### config.mk
export PLATFORM = sky130hd
export DESIGN_NAME = ooo_resp_scheduler
export DESIGN_NICKNAME = d
export VERILOG_FILES = /design/src/rtl/ooo_resp_scheduler.sv
export SDC_FILE = /design/constraint.sdc
export NUM_CORES = 2
export LEC_CHECK = 0
export CAP_MARGIN = 25
export CORE_MARGIN = 3
export CORE_UTILIZATION = 50
export DETAILED_ROUTE_END_ITERATION = 10
export PLACE_DENSITY = 0.63
export SETUP_SLACK_MARGIN = 0.1
export SYNTH_ARGS = -nofsm -noshare
export SYNTH_HDL_FRONTEND = slang
export SYNTH_SLANG_ARGS = --single-unit
### constraint.sdc
create_clock -name clk -period 3.6 [get_ports clk]
set_input_delay 0.36 -clock clk [delete_from_list [all_inputs] [get_ports clk]]
set_output_delay 0.36 -clock clk [all_outputs]
set_load 0.01 [all_outputs]
### src/rtl/ooo_resp_scheduler.sv
// Out-of-order response slave: per-channel outstanding tables with address-derived latency,
// same-ID ordering via dependency masks, and round-robin issue against a 256x8 memory.
module ooo_resp_scheduler #(
  parameter int         DEPTH    = 4,
  parameter int         LAT_BITS = 3,
  parameter logic [7:0] ERR_BASE = 8'hF0
) (
  input  logic       clk,
  input  logic       rst,
  input  logic       wr_valid,
  input  logic [7:0] wr_addr,
  input  logic [7:0] wr_data,
  input  logic [3:0] awid,
  output logic       wr_rdy,
  output logic       wr_resp_valid,
  output logic [3:0] wr_resp_id,
  output logic [1:0] wr_resp,
  input  logic       rd_valid,
  input  logic [7:0] rd_addr,
  input  logic [3:0] arid,
  output logic       rd_rdy,
  output logic       rd_resp_valid,
  output logic [3:0] rd_resp_id,
  output logic [1:0] rd_resp,
  output logic [7:0] rd_data
);
  localparam int         IW     = $clog2(DEPTH);
  localparam logic [1:0] OKAY   = 2'b00;
  localparam logic [1:0] SLVERR = 2'b10;

  typedef logic [DEPTH-1:0] mask_t;

  // First set bit at or after rr with wrap-around; MSB flags that a grant exists.
  function automatic logic [IW:0] rr_pick(input mask_t elig, input logic [IW-1:0] rr);
    logic [IW:0] pick;
    int          idx;
    pick = '0;
    for (int k = DEPTH - 1; k >= 0; k--) begin
      idx = (int'(rr) + k) % DEPTH;
      if (elig[idx[IW-1:0]]) pick = {1'b1, idx[IW-1:0]};
    end
    return pick;
  endfunction

  function automatic logic [IW-1:0] first_free(input mask_t vld);
    logic [IW-1:0] f;
    f = '0;
    for (int i = DEPTH - 1; i >= 0; i--)
      if (!vld[i]) f = IW'(i);
    return f;
  endfunction

  function automatic logic [IW-1:0] rr_next(input logic [IW-1:0] g);
    return (int'(g) == DEPTH - 1) ? '0 : g + 1'b1;
  endfunction

  mask_t               w_vld, r_vld;
  logic [3:0]          w_id  [DEPTH];
  logic [3:0]          r_id  [DEPTH];
  logic [1:0]          w_rsp [DEPTH];
  logic [1:0]          r_rsp [DEPTH];
  logic [7:0]          r_dat [DEPTH];
  logic [LAT_BITS-1:0] w_cnt [DEPTH];
  logic [LAT_BITS-1:0] r_cnt [DEPTH];
  mask_t               w_dep [DEPTH];
  mask_t               r_dep [DEPTH];
  logic [IW-1:0]       w_rr, r_rr;
  logic [7:0]          mem [256];

  mask_t         w_elig, r_elig, w_dep_new, r_dep_new;
  logic [IW:0]   w_pick, r_pick;
  logic          w_gnt, r_gnt, w_acc, r_acc;
  logic [IW-1:0] w_gidx, r_gidx, w_aidx, r_aidx;

  assign wr_rdy = ~&w_vld;
  assign rd_rdy = ~&r_vld;
  assign w_acc  = wr_valid && wr_rdy;
  assign r_acc  = rd_valid && rd_rdy;
  assign w_pick = rr_pick(w_elig, w_rr);
  assign r_pick = rr_pick(r_elig, r_rr);
  assign w_gnt  = w_pick[IW];
  assign r_gnt  = r_pick[IW];
  assign w_gidx = w_pick[IW-1:0];
  assign r_gidx = r_pick[IW-1:0];
  assign w_aidx = first_free(w_vld);
  assign r_aidx = first_free(r_vld);

  // An entry issuing on this edge must not become a dependency of the one allocated on it.
  always_comb begin
    w_elig    = '0;
    r_elig    = '0;
    w_dep_new = '0;
    r_dep_new = '0;
    for (int i = 0; i < DEPTH; i++) begin
      w_elig[i]    = w_vld[i] && (w_cnt[i] == '0) && (w_dep[i] == '0);
      r_elig[i]    = r_vld[i] && (r_cnt[i] == '0) && (r_dep[i] == '0);
      w_dep_new[i] = w_vld[i] && (w_id[i] == awid) && !(w_gnt && (w_gidx == IW'(i)));
      r_dep_new[i] = r_vld[i] && (r_id[i] == arid) && !(r_gnt && (r_gidx == IW'(i)));
    end
  end

  always_ff @(posedge clk or negedge rst) begin
    if (!rst) begin
      w_vld         <= '0;
      w_rr          <= '0;
      wr_resp_valid <= 1'b0;
      wr_resp_id    <= '0;
      wr_resp       <= '0;
      for (int i = 0; i < DEPTH; i++) begin
        w_id[i]  <= '0;
        w_rsp[i] <= '0;
        w_cnt[i] <= '0;
        w_dep[i] <= '0;
      end
    end else begin
      for (int i = 0; i < DEPTH; i++) begin
        if (w_vld[i] && w_cnt[i] != '0) w_cnt[i] <= w_cnt[i] - 1'b1;
        if (w_gnt) w_dep[i][w_gidx] <= 1'b0;
      end
      wr_resp_valid <= w_gnt;
      wr_resp_id    <= w_gnt ? w_id[w_gidx] : '0;
      wr_resp       <= w_gnt ? w_rsp[w_gidx] : '0;
      if (w_gnt) begin
        w_vld[w_gidx] <= 1'b0;
        w_rr          <= rr_next(w_gidx);
      end
      if (w_acc) begin
        w_vld[w_aidx] <= 1'b1;
        w_id[w_aidx]  <= awid;
        w_rsp[w_aidx] <= (wr_addr < ERR_BASE) ? OKAY : SLVERR;
        w_cnt[w_aidx] <= wr_addr[LAT_BITS-1:0];
        w_dep[w_aidx] <= w_dep_new;
      end
    end
  end

  always_ff @(posedge clk or negedge rst) begin
    if (!rst) begin
      r_vld         <= '0;
      r_rr          <= '0;
      rd_resp_valid <= 1'b0;
      rd_resp_id    <= '0;
      rd_resp       <= '0;
      rd_data       <= '0;
      for (int i = 0; i < DEPTH; i++) begin
        r_id[i]  <= '0;
        r_rsp[i] <= '0;
        r_dat[i] <= '0;
        r_cnt[i] <= '0;
        r_dep[i] <= '0;
      end
    end else begin
      for (int i = 0; i < DEPTH; i++) begin
        if (r_vld[i] && r_cnt[i] != '0) r_cnt[i] <= r_cnt[i] - 1'b1;
        if (r_gnt) r_dep[i][r_gidx] <= 1'b0;
      end
      rd_resp_valid <= r_gnt;
      rd_resp_id    <= r_gnt ? r_id[r_gidx] : '0;
      rd_resp       <= r_gnt ? r_rsp[r_gidx] : '0;
      rd_data       <= r_gnt ? r_dat[r_gidx] : '0;
      if (r_gnt) begin
        r_vld[r_gidx] <= 1'b0;
        r_rr          <= rr_next(r_gidx);
      end
      if (r_acc) begin
        r_vld[r_aidx] <= 1'b1;
        r_id[r_aidx]  <= arid;
        r_rsp[r_aidx] <= (rd_addr < ERR_BASE) ? OKAY : SLVERR;
        r_dat[r_aidx] <= (rd_addr < ERR_BASE) ? mem[rd_addr] : 8'h00;
        r_cnt[r_aidx] <= rd_addr[LAT_BITS-1:0];
        r_dep[r_aidx] <= r_dep_new;
      end
    end
  end

  // Memory is never reset; a same-edge read above sees the pre-write contents.
  always_ff @(posedge clk) begin
    if (w_acc && rst && (wr_addr < ERR_BASE)) mem[wr_addr] <= wr_data;
  end

endmodule

Yosys cells after proc, flatten, opt, wreduce, memory -nomap -nowiden:

Memories as Yosys holds them, arrays and structs flattened.
Cells that the tools add are included.

* add/sub/neg operators: 16
* multiply operators: 0
* div/mod/pow operators: 0
* $lt $le $gt $ge: 24
* equal/unequal tests: 16
* shift operators: 0
* muxes and demuxes: 114
* bitwise gates (word level): 18
* reductions and logical operators: 96

Operator list (count)
* $mux 4: 20
* $bwmux 16: 4
* $logic_and 1x1->1: 58
* $mux 3: 18
* $and 4x4->4: 10
* $mux 2: 20
* $mux 8: 5
* $lt 2x3->1 const B: 12
* $bwmux 32: 1
* $eq 4x4->1: 8
* $logic_not 4->1: 8
* $mux 16: 2
* $bwmux 12: 2
* $logic_not 3->1: 8
* $mux 12: 2
* $reduce_bool 3->1: 8
* $sub 3x1->3 const B: 8
* $bmux 1 s2: 8
* $bmux 4 s2: 2
* $bmux 8 s2: 1
* $bwmux 8: 2
* $demux 4 s2: 2
* $demux 8 s2: 1
* $lt 8x8->1 const B: 2
* 18 further kinds: 72

* register bits: 170
* bits in latches: 0
* RAM bits: 2048
* ROM bits: 0
* output and inout bits: 24
* logic and storage cells: 332
* memories kept: 1

Memory list
* mem: words 256, bits a word 8, read ports 1, clocked after Yosys merged registers in 0, wr ports 1, RTL line 68 `logic [7:0] mem [256];`

Depth between registers and ports, before layout:

* depth in word-level cells: 18
* mapped depth: 13
* mapped depth without buffers: 12

Least setup slack after synthesis:

No wires, ideal clock.

* path kind: in2reg
* start: input rd_addr[0]
* end: register r_dat[13] (netlist name)
* library setup time: 121 ps
* data arrival time: 2572 ps
* required time: 3479 ps
* path slack: 907 ps
* stages: 10
* cell sequence: buf_6 -> buf_8 -> buf_6 -> buf_2 -> mux4_2 -> a221oi_1 -> o22ai_1 -> nor4_1 -> nand3_1 -> a22o_1

* word-level cells in the longest chain between the ends: 3

RTL lines
* start, declared: RTL line 19 `input logic [7:0] rd_addr,`
* $mem_v2 256x8 / $lt 8x8->1 (equally long branches)
* $mux 8 (*): RTL line 169 `r_dat[r_aidx] <= (rd_addr < ERR_BASE) ? mem[rd_addr] : 8'h00;`
* $bwmux 32 (*): RTL line 169
* end signal, assigned by index: RTL line 169
* end, declared: RTL line 62 `logic [7:0] r_dat [DEPTH];`

Mark *: on every way between the ends. The rest lies on a longest branch, timed or not.
A chain may end at the register's enable or synchronous reset.

Worst setup path after layout:

* start: input rd_addr[5]
* end: register r_dat[23] (netlist name)

Same word-level chain as after synthesis.

==> results.yml <==
status:
  status: "completed"
global_routing:
  overflow: 0
  grt.total_usage_pct: 26.4
  grt_pass1_vias: 46417
  grt_first_pass_wirelength_um: 331000
  grt_max_degree: 134
  antenna_found_initial: 9
clocking:
  numClockSinks: 2132
  cts_buffers: 212
  worstSkewPairLatency_ns: 0.87
  cts.reportedPaths.clkPinSlew_ns: 0.06
  tritoncts: "built"
  ctsLongestPathBuffers: 3
  htree_levels: 4
  post_cts.repair.setup_buffers: 0
  clock-root-buffer: "clkbuf_16"
cells_and_area:
  multi_input_area_sq_mm: 0.0201
  utilization_pct: 58.8
  area.sequential_sq_mm: 0.0632
  synthToLayoutAreaGrowth_pct: 16.4
  drive_gt1_share_pct: 26.9
  layout.nets: 5173
  n_fill_cell: 12501
detailed_routing:
  vias: 45892
  postRouteAntennaNets: 0
  drc: 0
  wl_um: 228000
  wl_per_cell_um: 30.4
  viasPerCell: 6.11
  drtIter0Drc: 5399
  dr.pass1.iters: 6
die:
  rows: 150
  die-area_sq_mm: 0.174
  pin_count: 60
  initial_utilization_pct: 50.5
  core_area_sq_mm: 0.168
  fp.dieW_um: 418
  chipHeight_um: 418
setup_path:
  ff2ff_setup_slack_ns: 0.40
  worstReg2RegEnd: "w_dep[12]$_DFF_PN0_"
  start_kind: "primary input"
  cp-end-kind: "flip-flop"
  critPathMaxFanout: 12
  cp.required_ns: 4.39
  worst_r2r_path_depth: 11
  arrival_ns: 4.03
  worst-setup-path-type: "in2reg"
  r2r-start: "w_cnt[9]$_DFF_PN0_"
sta:
  relSlewSlack_pct: 8.14
  setup_viol: 0
  fin_worst_skew_ns: 0.0590
  grt_setup_unrepaired: "no"
  final_max_slew_viol_count: 0
  final.period_utilization_pct: 89.8
  tightest_slew_ns: 1.38
  fin_setup_tns_ns: 0
  fin_ws_ns: 0.367
  period_needed_ns: 3.23
  timing.hold.ws_ns: 0.0400
  max_freq_mhz: 309
  hold_viol: 0
synthesis:
  synth_common_cells: "edfxtp_1, mux4_2, nor2_1"
  yosys.area.top_type: "edfxtp_1"
  ys.flop_type: "edfxtp_1"
  yosysWarnings: 0
  synth.most_common_cell: "edfxtp_1"
  synthTopCellsByArea: "edfxtp_1, mux4_2, dfrtp_1"
  synthesis.area_sq_mm: 0.0847
  ys_types: 89
  async_flop_share_pct: 7.50
  synth-edff-count: 1972
  synth_top_area_share_pct: 69.9
  avgSynthCellArea_sq_um: 18.9
  synth_cells: 4472
  yosysSeqAreaShare_pct: 74.6
  synth.ff_latch_count: 2132
pwr:
  power.leakage_nw: 33.4
  p_per_area_mw_per_mm2: 566
  ir_drop_uv: 539
run:
  drv_cap: 0
hold_path:
  hold_start: "wr_data[7]"
  holdPathStages: 1
  min_delay_worst_endpoint: "mem[46][7]$_DFFE_PP_"
  hold_class: "in2reg"
placed_design:
  portBuffers: 57
  pre_cts_ws_ns: -0.299
  place_congestion: 0.864
  place_hpwl_um: 148000
## kinds of logic (layout without fill, tap and decap cells)
logic type                 Yosys count  count (layout)  synth area share (%)
other                                1              56               0.00443
muxes                              661             661                  14.3
xor gates and xnor gates            39              39                 0.403
buffers and inverters              312            1087                  2.00
and+or+nand+nor                    786             786                  4.11
AOI/OAI and AO/OA                  520             520                  4.29
adders and majority gates           21              21                 0.310
DFF                               2132            2132                  74.6
## layer usage
layer / wire [um] / share of wire (%) / GRT usage (%)
met1: 90200 / 40 / 36.4
met2: 111000 / 49 / 42.6
met3: 18200 / 8.0 / 5.03
met4: 8400 / 3.7 / 9.43
met5: 55 / 0.024 / 0
## stage by stage
step	area [sq um]	total power, mW	cells
after floorplan	84900	32.5	4525
after global placement	91900	34.9	7100
after detailed placement	91900	35.0	7101
after CTS	98600	56.2	7502
after global routing	98700	57.7	7504
final	98700	55.8	7506
## state kept, by name, summed over array words and instances (netlist names), 2 cells and up
register    cells
w_rsp           4
r_rr            2
wr_resp_id      4
w_cnt          12
r_vld           4
rd_resp_id      4
w_dep          16
r_rsp           4
r_dep          16
r_id           16
r_dat          32
w_id           16
r_cnt          12
w_vld           4
w_rr            2
mem          1972
rd_data         8
## cell type report
type,instances,area share (%)
tap,2204,2.79
clock buffer,262,5.60
clock inverter,136,1.18
inverter,35,0.137
multi-input combinational,2081,20.4
timing repair buffer,654,5.84
antenna,2,0.00507
sequential,2132,64.1
## layout by cell type, fill, tap and decap left out, types with 36 or more instances in the layout
master / count
edfxtp_1: 1972
buf_4: 541
mux4_2: 429
nor2_1: 328
nand2_1: 224
clkbuf_16: 213
mux2i_1: 180
dfrtp_1: 160
a21oi_1: 104
a22oi_1: 64
o21ai_0: 56
conb_1: 54
clkinv_1: 53
buf_12: 52
nand3_1: 49
a211oi_1: 49
mux2_2: 48
a221oi_1: 48
clkbuf_1: 48
clkinv_2: 46
clkdlybuf4s50_1: 43
nor3_1: 38
o22ai_1: 36
## worst max path at each step
stage | end | from | slack, ns | depth (start not counted)
final | r_dat[23]$_DFFE_PN0P_ | rd_addr[5] | 0.37 | 9
after CTS | w_dep[12]$_DFF_PN0_ | w_cnt[9]$_DFF_PN0_ | 0.37 | 11
after global routing | w_dep[9]$_DFF_PN0_ | w_cnt[9]$_DFF_PN0_ | 0.10 | 11
after floorplan | r_dat[13]$_DFFE_PN0P_ | rd_addr[0] | 0.91 | 10
after global placement | r_dat[31]$_DFFE_PN0P_ | rd_addr[5] | -0.50 | 10
after detailed placement | r_dat[4]$_DFFE_PN0P_ | rd_addr[5] | -0.30 | 8
## worst max-delay path, stage by stage
cell	delay [ns]
clkdlybuf4s50_1	0.97
and2_1	0.42
nand2_1	0.28
a21oi_1	0.34
nor3_1	0.13
a221oi_1	1.12
a2111oi_2	0.03
buf_4	0.22
o21ai_1	0.11
## power breakdown
| part | switching (mW) | total, mW | internal (mW) |
|---|---|---|---|
| registers | 0.547 | 28.4 | 27.9 |
| logic | 3.74 | 6.14 | 2.40 |
| clock network | 9.56 | 21.3 | 11.7 |
| total | 13.8 | 55.8 | 42.0 |
## timing repair
item                                   CTS  global route
endpoints found under the hold margin   89             0
gates resized for setup                  0             0
hold buffers                             3             0
Power figures use the tool's default switching activity.
